## config.mk

```make
export PLATFORM = sky130hd
export DESIGN_NAME = ser_tx_frame
export DESIGN_NICKNAME = d
export VERILOG_FILES = /design/src/rtl/ser_tx_frame.sv
export SDC_FILE = /design/constraint.sdc
export NUM_CORES = 1
export LEC_CHECK = 0
export BUFFER_PORTS_ARGS = -buffer_cell sky130_fd_sc_hd__buf_4
export CAP_MARGIN = 10
export CORE_MARGIN = 8
export CORE_UTILIZATION = 53
export DETAILED_ROUTE_END_ITERATION = 12
export PLACE_DENSITY = 0.81
export RECOVER_POWER = 100
export SLEW_MARGIN = 20
export SYNTH_ARGS = -nofsm -noshare
export SYNTH_HDL_FRONTEND = slang
export SYNTH_SLANG_ARGS = --single-unit
```

## constraint.sdc

```tcl
create_clock -name clock -period 2.01 [get_ports clock]
set_input_delay 0 -clock clock [delete_from_list [all_inputs] [get_ports clock]]
set_output_delay 0 -clock clock [all_outputs]
set_load 0.02 [all_outputs]
```

## src/rtl/ser_tx_frame.sv

```systemverilog
// Parallel-to-serial frame transmitter: start bit (0), WIDTH data bits LSB first, stop bit (1),
// each bit held CLKS_PER_BIT clocks, with a load/ready handshake and a one-cycle done pulse.
module ser_tx_frame #(
   parameter int WIDTH        = 4,
   parameter int CLKS_PER_BIT = 4
) (
   input  logic             clock,
   input  logic             reset,
   input  logic [WIDTH-1:0] data_in,
   input  logic             load,
   output logic             ready,
   output logic             busy,
   output logic             ser_out,
   output logic             done
);

   localparam int CW = (CLKS_PER_BIT > 1) ? $clog2(CLKS_PER_BIT) : 1;
   localparam int IW = (WIDTH > 1) ? $clog2(WIDTH) : 1;
   localparam logic [CW-1:0] CYC_LAST = CW'(CLKS_PER_BIT - 1);
   localparam logic [IW-1:0] IDX_LAST = IW'(WIDTH - 1);

   localparam logic [1:0] IDLE  = 2'd0;
   localparam logic [1:0] START = 2'd1;
   localparam logic [1:0] DATA  = 2'd2;
   localparam logic [1:0] STOP  = 2'd3;

   logic [1:0]       state_q, state_d;
   logic [WIDTH-1:0] shift_q, shift_d;
   logic [IW-1:0]    bitIdx_q, bitIdx_d;
   logic [CW-1:0]    cycCnt_q, cycCnt_d;
   logic             serOut_q, serOut_d;
   logic             ready_q, ready_d;
   logic             busy_q;
   logic             done_q, done_d;
   logic             lastCycle;
   logic [IW-1:0]    nextIdx;

   assign lastCycle = (cycCnt_q == CYC_LAST);
   assign nextIdx   = bitIdx_q + IW'(1);

   // Every output is computed one cycle ahead so the line and flags come straight from flops.
   always_comb begin
      state_d  = state_q;
      shift_d  = shift_q;
      bitIdx_d = bitIdx_q;
      cycCnt_d = cycCnt_q;
      serOut_d = serOut_q;
      ready_d  = ready_q;
      done_d   = 1'b0;
      case (state_q)
         IDLE: begin
            cycCnt_d = '0;
            bitIdx_d = '0;
            serOut_d = 1'b1;
            ready_d  = 1'b1;
            if (load) begin
               shift_d  = data_in;
               state_d  = START;
               serOut_d = 1'b0;
               ready_d  = 1'b0;
            end
         end
         START: begin
            if (lastCycle) begin
               cycCnt_d = '0;
               bitIdx_d = '0;
               state_d  = DATA;
               serOut_d = shift_q[0];
            end else begin
               cycCnt_d = cycCnt_q + CW'(1);
            end
         end
         DATA: begin
            if (lastCycle) begin
               cycCnt_d = '0;
               if (bitIdx_q == IDX_LAST) begin
                  state_d  = STOP;
                  serOut_d = 1'b1;
               end else begin
                  bitIdx_d = nextIdx;
                  serOut_d = shift_q[nextIdx];
               end
            end else begin
               cycCnt_d = cycCnt_q + CW'(1);
            end
         end
         STOP: begin
            if (lastCycle) begin
               cycCnt_d = '0;
               state_d  = IDLE;
               ready_d  = 1'b1;
               done_d   = 1'b1;
            end else begin
               cycCnt_d = cycCnt_q + CW'(1);
            end
         end
         default: begin
            state_d  = IDLE;
            serOut_d = 1'b1;
            ready_d  = 1'b1;
         end
      endcase
   end

   // Reset abandons any frame in flight and parks the line high without a done pulse.
   always_ff @(posedge clock or posedge reset) begin
      if (reset) begin
         state_q  <= IDLE;
         shift_q  <= '0;
         bitIdx_q <= '0;
         cycCnt_q <= '0;
         serOut_q <= 1'b1;
         ready_q  <= 1'b1;
         busy_q   <= 1'b0;
         done_q   <= 1'b0;
      end else begin
         state_q  <= state_d;
         shift_q  <= shift_d;
         bitIdx_q <= bitIdx_d;
         cycCnt_q <= cycCnt_d;
         serOut_q <= serOut_d;
         ready_q  <= ready_d;
         busy_q   <= ~ready_d;
         done_q   <= done_d;
      end
   end

   assign ready   = ready_q;
   assign busy    = busy_q;
   assign ser_out = serOut_q;
   assign done    = done_q;

endmodule
```

==> run summary <==
Yosys cell types -> 29
Synthesis Warnings -> 0
worst r2r src -> state_q[1]
Die Span Y -> 53.4 um
Slew HR -> 0.645
outcome -> finished clean
clock-pin slew on the worst setup and hold paths -> 80 ps
part of the power in registers -> 0.366
R2R cell count -> 6
synthesis-to-finish area growth -> 20.8%
Synth top area share -> 0.405
Synth Cell Area -> 741 um^2
CTS tree -> done
sequential share of the synthesized area -> 0.476
DRC errors left -> 0
final WL -> 1.52 mm
Setup Fix Bufs, Post-CTS -> 0
number of synthesized flops with an enable pin -> 0
TritonCTS sink count -> 14
# IOs -> 11
Synth Area in Adders -> 0.135
design area -> 895 um^2
Vias/cell -> 5.75
r2r endpoint -> state_q[1]
clock skew -> 0.523 ps
synth top area cells -> dfrtp_1 41%, ha_1 14%, dfstp_2 7.1%
Net Sw Power -> 0.564 mW
# diodes -> 0
Fin Setup TNS -> 0 ps
clock network fraction of design power -> 0.113
Worst Max-Slew Pin Slew -> 533 ps
Final min period -> 1800 ps
Die ar. -> 2850 um^2
Die Wd -> 53.4 um
H-tree depth -> 1
Synth Area in Simple Gates -> 0.106
final period utilization -> 0.897
WHS -> 70.7 ps
post-synthesis xor/xnor area fraction -> 0
synth cell count leaders -> 12 x dfrtp_1, 8 x ha_1, 5 x inv_1
worst-path fanout max -> 5
Avg WL per Cell -> 16.0 um
count leader, synth -> dfrtp_1
core box area -> 1300 um^2
pwr dens -> 1570 nW/um^2
complex-gate fraction of the synthesized area -> 0.142
Slew Limit Fails -> 0
Routability Congestion -> 0.833
post-synthesis mux area share -> 0.110
CTS buffer count -> 3
initial antenna violation count -> 0
Syn Inst Count -> 62
FF-to-FF setup slack -> 210 ps
CTS root buf -> clkbuf_4
setup violators final -> 0
crit start category -> register
max-cap violation count -> 0
Final #Nets -> 97
clk_lat worst skew -> 280 ps
global route overflow -> 0
post-DP HPWL -> 1.09 mm
Area after DPL -> 835 um^2
layout cell share with drive strength beyond 1 -> 0.225
vias -> 546
CTS Hold Bufs -> 5
CP required -> 2180 ps
Arrival @ worst endpoint -> 1970 ps
Port Buffers -> 10
Internal -> 0.839 mW
hold_sp -> load
largest net degree at the start of global routing -> 15
logic gate share of total power -> 0.521
Synth area leader -> dfrtp_1
syn_area_per_cell -> 11.9 um^2
post-synthesis register bit count -> 14
unrepaired setup endpoints after global routing -> false
peak supply drop -> 0.847 mV
syn_nets -> 77
P_leak -> 0.417 nW
critical path class -> register to register
Detail Route Antenna Nets -> 0
Pre-Repair DR Iteration Count -> 4
vias in the first global route -> 556
Post-synth ARST share -> 1.00
maximum clock rate -> 0.555 GHz
Final Hold Vio Count -> 0
Row Count -> 13
hold crit path type -> input pin to register
DRT iter0 DRCs -> 5
Global Route Usage Sum -> 0.120
first-pass GRT wire length -> 2.51 mm
clock tree buffer depth -> 2
combinational family with the most area after synthesis -> compound AO/OA/AOI/OAI gates
cts repair resizes -> 0
CP endpoint -> state_q[1]
Starting Density -> 0.569
CP Launch Point -> state_q[1]
Crit. End Element -> register
Sw Share -> 0.402
Post-synth top flop -> dfrtp_1
-- flip-flops by register name, indices dropped and copies added (netlist names), named ones only --
signal and flops:
busy 1, cycCnt_q 2, done 1, shift_q 4, ser_out 1, bitIdx_q 2
state_q 2
-- power groups by stage --
stage | Combinational (mW) | Clock [mW] | Sequential (mW)
CTS | 0.768 | 0.163 | 0.517
finish | 0.731 | 0.159 | 0.514
global route | 0.805 | 0.179 | 0.526
floorplan | 0.555 | 0 | 0.532
detailed placement | 0.758 | 0 | 0.522
global placement | 0.733 | 0 | 0.513
-- final cells by class --
class	count	area, um^2
Multi-Input combinational cell	42	360
Clock buffer	3	22.5
Tap cell	15	18.8
Fill cell	90	407
Timing Repair Buffer	15	118
Inverter	6	22.5
Sequential cell	14	353
-- layout by cell type, fill, tap and decap left out --
cell type / Yosys / layout
inv_1: 5 / 5
buf_4: 0 / 7
a221oi_2: 1 / 1
a211oi_1: 1 / 1
mux2_1: 1 / 2
o22a_1: 1 / 1
o32a_1: 1 / 1
o21bai_1: 1 / 1
a21bo_2: 1 / 1
nand4_1: 1 / 1
o21ai_0: 1 / 1
dlygate4sd3_1: 0 / 5
nor2_1: 2 / 2
nor3_1: 1 / 1
dfrtp_1: 12 / 12
nand2_1: 4 / 4
clkbuf_4: 0 / 4
mux2i_1: 1 / 1
and2_0: 0 / 1
a22oi_1: 1 / 1
and2b_1: 0 / 1
inv_2: 1 / 1
a2111oi_0: 1 / 1
o211ai_1: 1 / 1
clkbuf_1: 0 / 2
mux2_2: 4 / 4
o32ai_1: 1 / 1
nand3_1: 1 / 1
a311oi_1: 1 / 1
nor2b_1: 4 / 4
dfstp_1: 0 / 2
ha_1: 8 / 8
-- critical path, stage by stage, from the launching register on --
cell      delay, ps
dfrtp_1         440
inv_1           110
ha_1            250
nor2b_1         200
a221oi_2        250
nand2_1         120
mux2_1          330
-- worst min-delay path by stage --
stage	slack, ps	endpoint	cells after the start
2_1_floorplan	-110	bitIdx_q[0]	1
3_3_place_gp	70	shift_q[0]	2
3_5_place_dp	80	shift_q[0]	2
4_1_cts	50	ser_out	3
5_1_grt	60	ser_out	3
6_report	70	ser_out	3
-- cells by family (layout without fill, tap and decap cells) --
group,after synthesis,count (layout)
adders and majority gates,8,8
and+or+nand+nor,15,15
buffers and inverters,6,24
AOI/OAI and AO/OA,12,12
muxes,7,7
DFF,14,14
-- routing by layer --
metal  vias to the layer above  track usage  share of wire
met5                         -            0              0
met4                         0       0.0630         0.0085
met3                         2       0.0448          0.057
met2                        16        0.191           0.49
met1                       265        0.136           0.44
li1                        263            -              -
-- metrics by stage --
step           utilization  power, mW  worst slack [ps]  std cells
2_1_floorplan            -       1.09               457         62
3_3_place_gp         0.641       1.25               296         87
3_5_place_dp         0.641       1.28               263         87
4_1_cts              0.697       1.45               247         95
5_1_grt              0.688       1.51               120         95
6_report             0.688       1.40               208         95
Power figures use the tool's default switching activity.
